`src/rtl/gcd_engine_if.sv`:
```
// Handshake bundle for gcd_engine: operand side, result side and the abort/status lines.
// The engine connects through the slave modport; the producer/consumer uses master.
interface gcd_engine_if #(
  parameter int WIDTH = 8
);
  logic             clear;
  logic             in_valid;
  logic             in_ready;
  logic [WIDTH-1:0] in_a;
  logic [WIDTH-1:0] in_b;
  logic             out_valid;
  logic             out_ready;
  logic [WIDTH-1:0] out_gcd;
  logic [WIDTH-1:0] out_steps;
  logic             busy;

  modport slave (
    input  clear,
    input  in_valid,
    input  in_a,
    input  in_b,
    input  out_ready,
    output in_ready,
    output out_valid,
    output out_gcd,
    output out_steps,
    output busy
  );

  modport master (
    output clear,
    output in_valid,
    output in_a,
    output in_b,
    output out_ready,
    input  in_ready,
    input  out_valid,
    input  out_gcd,
    input  out_steps,
    input  busy
  );
endinterface

```
`src/rtl/gcd_engine.sv`:
```
// Single-transaction GCD engine using repeated subtraction.
// One rule is evaluated per cycle in CALC; every output is a flop so nothing
// combinational runs from an input to an output.
module gcd_engine #(
  parameter int WIDTH = 8
) (
  input  logic        clk,
  input  logic        rst_n,
  gcd_engine_if.slave bus
);

  typedef enum logic [1:0] {
    IDLE = 2'd0,
    CALC = 2'd1,
    DONE = 2'd2
  } state_t;

  localparam logic [WIDTH-1:0] STEPS_MAX = '1;
  localparam logic [WIDTH-1:0] ONE       = WIDTH'(1);

  state_t           state_q, state_d;
  logic [WIDTH-1:0] a_q, a_d;
  logic [WIDTH-1:0] b_q, b_d;
  logic [WIDTH-1:0] steps_q, steps_d;
  logic [WIDTH-1:0] gcd_q, gcd_d;
  logic [WIDTH-1:0] out_steps_q, out_steps_d;
  logic             in_ready_q, in_ready_d;
  logic             out_valid_q, out_valid_d;
  logic             busy_q, busy_d;

  // Next-state, datapath and registered-output decode; clear overrides everything.
  always_comb begin
    state_d     = state_q;
    a_d         = a_q;
    b_d         = b_q;
    steps_d     = steps_q;
    gcd_d       = gcd_q;
    out_steps_d = out_steps_q;

    if (bus.clear) begin
      state_d = IDLE;
    end else begin
      unique case (state_q)
        IDLE: begin
          if (bus.in_valid && in_ready_q) begin
            a_d     = bus.in_a;
            b_d     = bus.in_b;
            steps_d = '0;
            state_d = CALC;
          end
        end
        CALC: begin
          if ((a_q == '0) || (b_q == '0)) begin
            gcd_d       = a_q | b_q;
            out_steps_d = steps_q;
            state_d     = DONE;
          end else if (a_q == b_q) begin
            gcd_d       = a_q;
            out_steps_d = steps_q;
            state_d     = DONE;
          end else begin
            if (a_q > b_q) begin
              a_d = a_q - b_q;
            end else begin
              b_d = b_q - a_q;
            end
            if (steps_q != STEPS_MAX) begin
              steps_d = steps_q + ONE;
            end
          end
        end
        DONE: begin
          if (bus.out_ready) begin
            state_d = IDLE;
          end
        end
        default: state_d = IDLE;
      endcase
    end

    in_ready_d  = (state_d == IDLE);
    busy_d      = (state_d == CALC);
    out_valid_d = (state_d == DONE);
  end

  // State, datapath and output registers with asynchronous reset.
  always_ff @(posedge clk or negedge rst_n) begin
    if (!rst_n) begin
      state_q     <= IDLE;
      a_q         <= '0;
      b_q         <= '0;
      steps_q     <= '0;
      gcd_q       <= '0;
      out_steps_q <= '0;
      in_ready_q  <= 1'b1;
      out_valid_q <= 1'b0;
      busy_q      <= 1'b0;
    end else begin
      state_q     <= state_d;
      a_q         <= a_d;
      b_q         <= b_d;
      steps_q     <= steps_d;
      gcd_q       <= gcd_d;
      out_steps_q <= out_steps_d;
      in_ready_q  <= in_ready_d;
      out_valid_q <= out_valid_d;
      busy_q      <= busy_d;
    end
  end

  assign bus.in_ready  = in_ready_q;
  assign bus.out_valid = out_valid_q;
  assign bus.out_gcd   = gcd_q;
  assign bus.out_steps = out_steps_q;
  assign bus.busy      = busy_q;

endmodule

```
`src/flat_wrapper.sv`:
```
// flat-port wrapper written by rule: the top's interface ports become plain ports
module gcd_engine_flat 
#(
  parameter int WIDTH = 8
)
  (clk, rst_n, bus_clear, bus_in_valid, bus_in_a, bus_in_b, bus_out_ready, bus_in_ready, bus_out_valid, bus_out_gcd, bus_out_steps, bus_busy);
  gcd_engine_if #(.WIDTH(WIDTH)) bus_i ();
  input  logic clk;
  input  logic rst_n;
  input wire logic [$bits(bus_i.clear)-1:0] bus_clear;
  input wire logic [$bits(bus_i.in_valid)-1:0] bus_in_valid;
  input wire logic [$bits(bus_i.in_a)-1:0] bus_in_a;
  input wire logic [$bits(bus_i.in_b)-1:0] bus_in_b;
  input wire logic [$bits(bus_i.out_ready)-1:0] bus_out_ready;
  output wire logic [$bits(bus_i.in_ready)-1:0] bus_in_ready;
  output wire logic [$bits(bus_i.out_valid)-1:0] bus_out_valid;
  output wire logic [$bits(bus_i.out_gcd)-1:0] bus_out_gcd;
  output wire logic [$bits(bus_i.out_steps)-1:0] bus_out_steps;
  output wire logic [$bits(bus_i.busy)-1:0] bus_busy;
  assign bus_i.clear = bus_clear;
  assign bus_i.in_valid = bus_in_valid;
  assign bus_i.in_a = bus_in_a;
  assign bus_i.in_b = bus_in_b;
  assign bus_i.out_ready = bus_out_ready;
  assign bus_in_ready = bus_i.in_ready;
  assign bus_out_valid = bus_i.out_valid;
  assign bus_out_gcd = bus_i.out_gcd;
  assign bus_out_steps = bus_i.out_steps;
  assign bus_busy = bus_i.busy;
  gcd_engine #(.WIDTH(WIDTH)) u_core (.clk(clk), .rst_n(rst_n), .bus(bus_i));
endmodule
```
`config.mk`:
```
export PLATFORM = sky130hd
export DESIGN_NAME = gcd_engine_flat
export DESIGN_NICKNAME = d
export VERILOG_FILES = /design/src/rtl/gcd_engine_if.sv /design/src/rtl/gcd_engine.sv /design/src/flat_wrapper.sv
export SDC_FILE = /design/constraint.sdc
export NUM_CORES = 1
export LEC_CHECK = 0
export CAP_MARGIN = 20
export CORE_MARGIN = 4
export CORE_UTILIZATION = 45
export DETAILED_ROUTE_END_ITERATION = 10
export PLACE_DENSITY = 0.7
export SLEW_MARGIN = 0
export SYNTH_ARGS = -nofsm -noshare
export SYNTH_HDL_FRONTEND = slang
export SYNTH_SLANG_ARGS = --single-unit
export TNS_END_PERCENT = 1
```
`constraint.sdc`:
```
create_clock -name clk -period 2.52 [get_ports clk]
set_input_delay 0.63 -clock clk [delete_from_list [all_inputs] [get_ports clk]]
set_output_delay 0.63 -clock clk [all_outputs]
set_load 0.05 [all_outputs]
```
==> qor.txt <==
Hold Crit Class: primary input to asynchronous set/reset pin
Register area share after synthesis: 0.390
H-tree Lvls: 2
Drt pass-1 iters: 4
IO buf count: 39
Setup-failing EPs final: 5
Synth Register Bits: 45
Fraction of layout instances using a drive strength above 1: 0.197
Slew Limit Fails: 0
RSZ-0062 raised after global routing: true
Final #Nets: 417
Die Width: 88.2 um
Largest net degree at the start of global routing: 46
CTS clk-pin slew, worst paths: 90 ps
Routability cong.: 0.914
CTS tree: yes
CTS Sinks: 45
Crit-path max FO: 5
Final-report hold violation count: 0
Worst path slowest cell: dfrtp_1
Yosys top cell area share: 0.381
Overflow after GRT: 0
Setup WS pre-CTS: -69.5 ps
Worst path max stage delay: 440 ps
Setup_tns: -46.6 ps
Worst r2r src: u_core.b_q[0]
Clock latency on the worst-skew pair: 300 ps
Switching Share: 0.455
Area Growth Syn to Fin: 28.1%
Total number of vias: 2462
Comb power frac: 0.676
DPL Wire Length: 5.40 mm
Num CTS Buffers: 5
Largest area contributor in the netlist: dfrtp_1
Asr flop ratio synth: 1.00
Ys Warns: 0
Tcrit/Tclk final: 1.01
Max IR drop VDD: 668 uV
R2R Setup Slk: -20 ps
Cts-stage hold buffer count: 0
Ports: 40
First-pass GRT wire length: 12.2 mm
Number of buffers and inverters on the critical path: 2
Final worst setup slack: -19.7 ps
Post-route ant nets: 0
Minimum hold slack: 387 ps
Delay-heaviest family, CP: compound AO/OA/AOI/OAI gates
F_max: 394 MHz
Leak: 1.68 nW
Die area: 7770 um2
CTS Buffer Depth: 2
Syn Nets: 355
Drt drc: 0
Overall Global Routing Usage: 0.202
Critical path launch point: u_core.b_q[0]
Reg-to-Reg End: u_core.b_q[2]
Post-synth EDFFs: 0
Clock Skew: 6.75 ps
WP depth: 9
Core area: 6060 um2
Rel. slew slack: 0.425
CP endpoint kind: register
Initial Util: 0.477
Slew @ Worst Pin: 854 ps
Tot Pwr: 4.86 mW
CP cell instances: ha_4 > fa_2 > o21ba_4 > o41ai_4 > buf_4 > a221oi_2 > a31oi_4 > buf_6 > mux2i_1
WL per Instance: 16.4 um
Share of power burned in registers: 0.228
Most common cell after layout, fill and taps aside: dfrtp_1
Vias/cell: 5.52
Crit start category: register
Root Buffer: clkbuf_8
Initial antenna violation count: 0
Top cells by area, synth: dfrtp_1, ha_1, o21ai_0, mux2_2, nand2_1
Library cells used by synthesis: 54
Initial DRC Count: 182
Die Y: 88.2 um
Synth Flop Type: dfrtp_1
Avg Inst Size Synth: 9.39 um2
Fillers: 517
Placement Rows: 28
Outcome: finished with violations
Clock power frac: 0.096
Critical path arrival: 2760 ps
DRT Wirelength: 7.32 mm
Setup CP Type: register to register
Synth Cell Area: 2890 um2
Max cap viols: 0
# diodes: 0
Tmin final: 2540 ps
CP required: 2740 ps
Worst Reg-to-Reg Cells: 9
Pwr Density: 1310 nW/um2
Failing checks: setup timing
Most frequent cells in the layout: dfrtp_1, clkdlybuf4s50_1, nand2_1, o21ai_0, buf_4
Crit path capture: u_core.b_q[2]
NetSw: 2.21 mW
Syn Inst Count: 308
Vias in the first global route: 2486
Internal Power: 2.65 mW
repair_timing:
action,CTS,global route
endpoints found under the setup margin,7,16
gates cloned,0,0
pin swaps,2,2
gates resized for setup,3,14
buffers inserted,0,1
worst register-to-register path, stage by stage (launching register included):
cell and delay (ps):
dfrtp_1 440, ha_4 190, fa_2 340, o21ba_4 220, o41ai_4 350, buf_4 180
a221oi_2 60, a31oi_4 310, buf_6 180, mux2i_1 190
power groups by stage:
stage / combinational [mW] / sequential [mW] / clock, mW
6_report: 3.28 / 1.11 / 0.466
5_1_grt: 3.55 / 1.13 / 0.503
4_1_cts: 3.09 / 1.09 / 0.473
3_5_place_dp: 2.95 / 1.11 / 0
3_3_place_gp: 2.88 / 1.10 / 0
2_1_floorplan: 1.82 / 1.28 / 0
cell usage after synthesis (2+ instances only):
cell type  instances
dfrtp_1           44
nand2_1           36
o21ai_0           33
inv_1             27
ha_1              24
nor2_1            19
a21oi_1           14
mux2_2            13
xnor2_1           10
clkbuf_1           9
mux2i_1            9
nor4_1             6
nand3_1            4
o31ai_1            4
a31oi_1            3
and2_1             3
buf_2              3
nor3_1             3
a21boi_0           2
a31o_2             2
a31oi_4            2
and3_1             2
fa_1               2
nand2b_1           2
o21bai_1           2
o22ai_1            2
sequential cells by signal (all words and copies together), names as in the netlist:
| signal | cells |
|---|---|
| u_core.a_q | 8 |
| u_core.b_q | 8 |
| u_core.bus.busy | 1 |
| u_core.bus.in_ready | 1 |
| u_core.bus.out_gcd | 8 |
| u_core.bus.out_steps | 8 |
| u_core.bus.out_valid | 1 |
| u_core.state_q | 2 |
| u_core.steps_q | 8 |
cells by family (layout without fill, tap and decap cells):
kind of cell,after synthesis,after routing,synth area share
mux,22,22,0.0818
simple gates,84,84,0.134
compound gates,80,80,0.188
fa+ha+maj,26,26,0.118
xor+xnor,10,10,0.0303
flops,45,45,0.390
buf+inv,41,104,0.0584
worst min path at each step:
| stage | startpoint | end | slack, ps | depth (start not counted) |
|---|---|---|---|---|
| floorplan | rst_n | u_core.a_q[0] | 330 | 0 |
| global placement | u_core.bus.out_gcd[1] | u_core.bus.out_gcd[1] | 460 | 2 |
| detailed placement | u_core.bus.out_gcd[7] | u_core.bus.out_gcd[7] | 470 | 2 |
| CTS | rst_n | u_core.b_q[5] | 420 | 2 |
| global route | rst_n | u_core.b_q[7] | 450 | 2 |
| finish | rst_n | u_core.b_q[7] | 390 | 2 |
cell type report:
type,count,area (um2),area share
clock inverter,3,21.3,0.00574
multi-input combinational,222,1680,0.452
inverter,27,101,0.0274
sequential,45,1130,0.305
tap,75,93.8,0.0253
timing repair buffer,69,614,0.166
clock buffer,5,68.8,0.0186
metal layers:
metal  vias up  global-route usage  share of wire
met5         -                   0              0
met1      1176               0.281           0.46
met3        16              0.0273          0.048
met2        78               0.320           0.47
met4         0              0.0797          0.021
li1       1192                   -              -
through the flow:
step,instances,utilization,area (um2)
2_1_floorplan,308,-,2890
3_3_place_gp,437,0.581,3520
3_5_place_dp,437,0.581,3520
4_1_cts,445,0.601,3640
5_1_grt,446,0.611,3700
6_report,446,0.611,3700
Power figures use the tool's default switching activity.
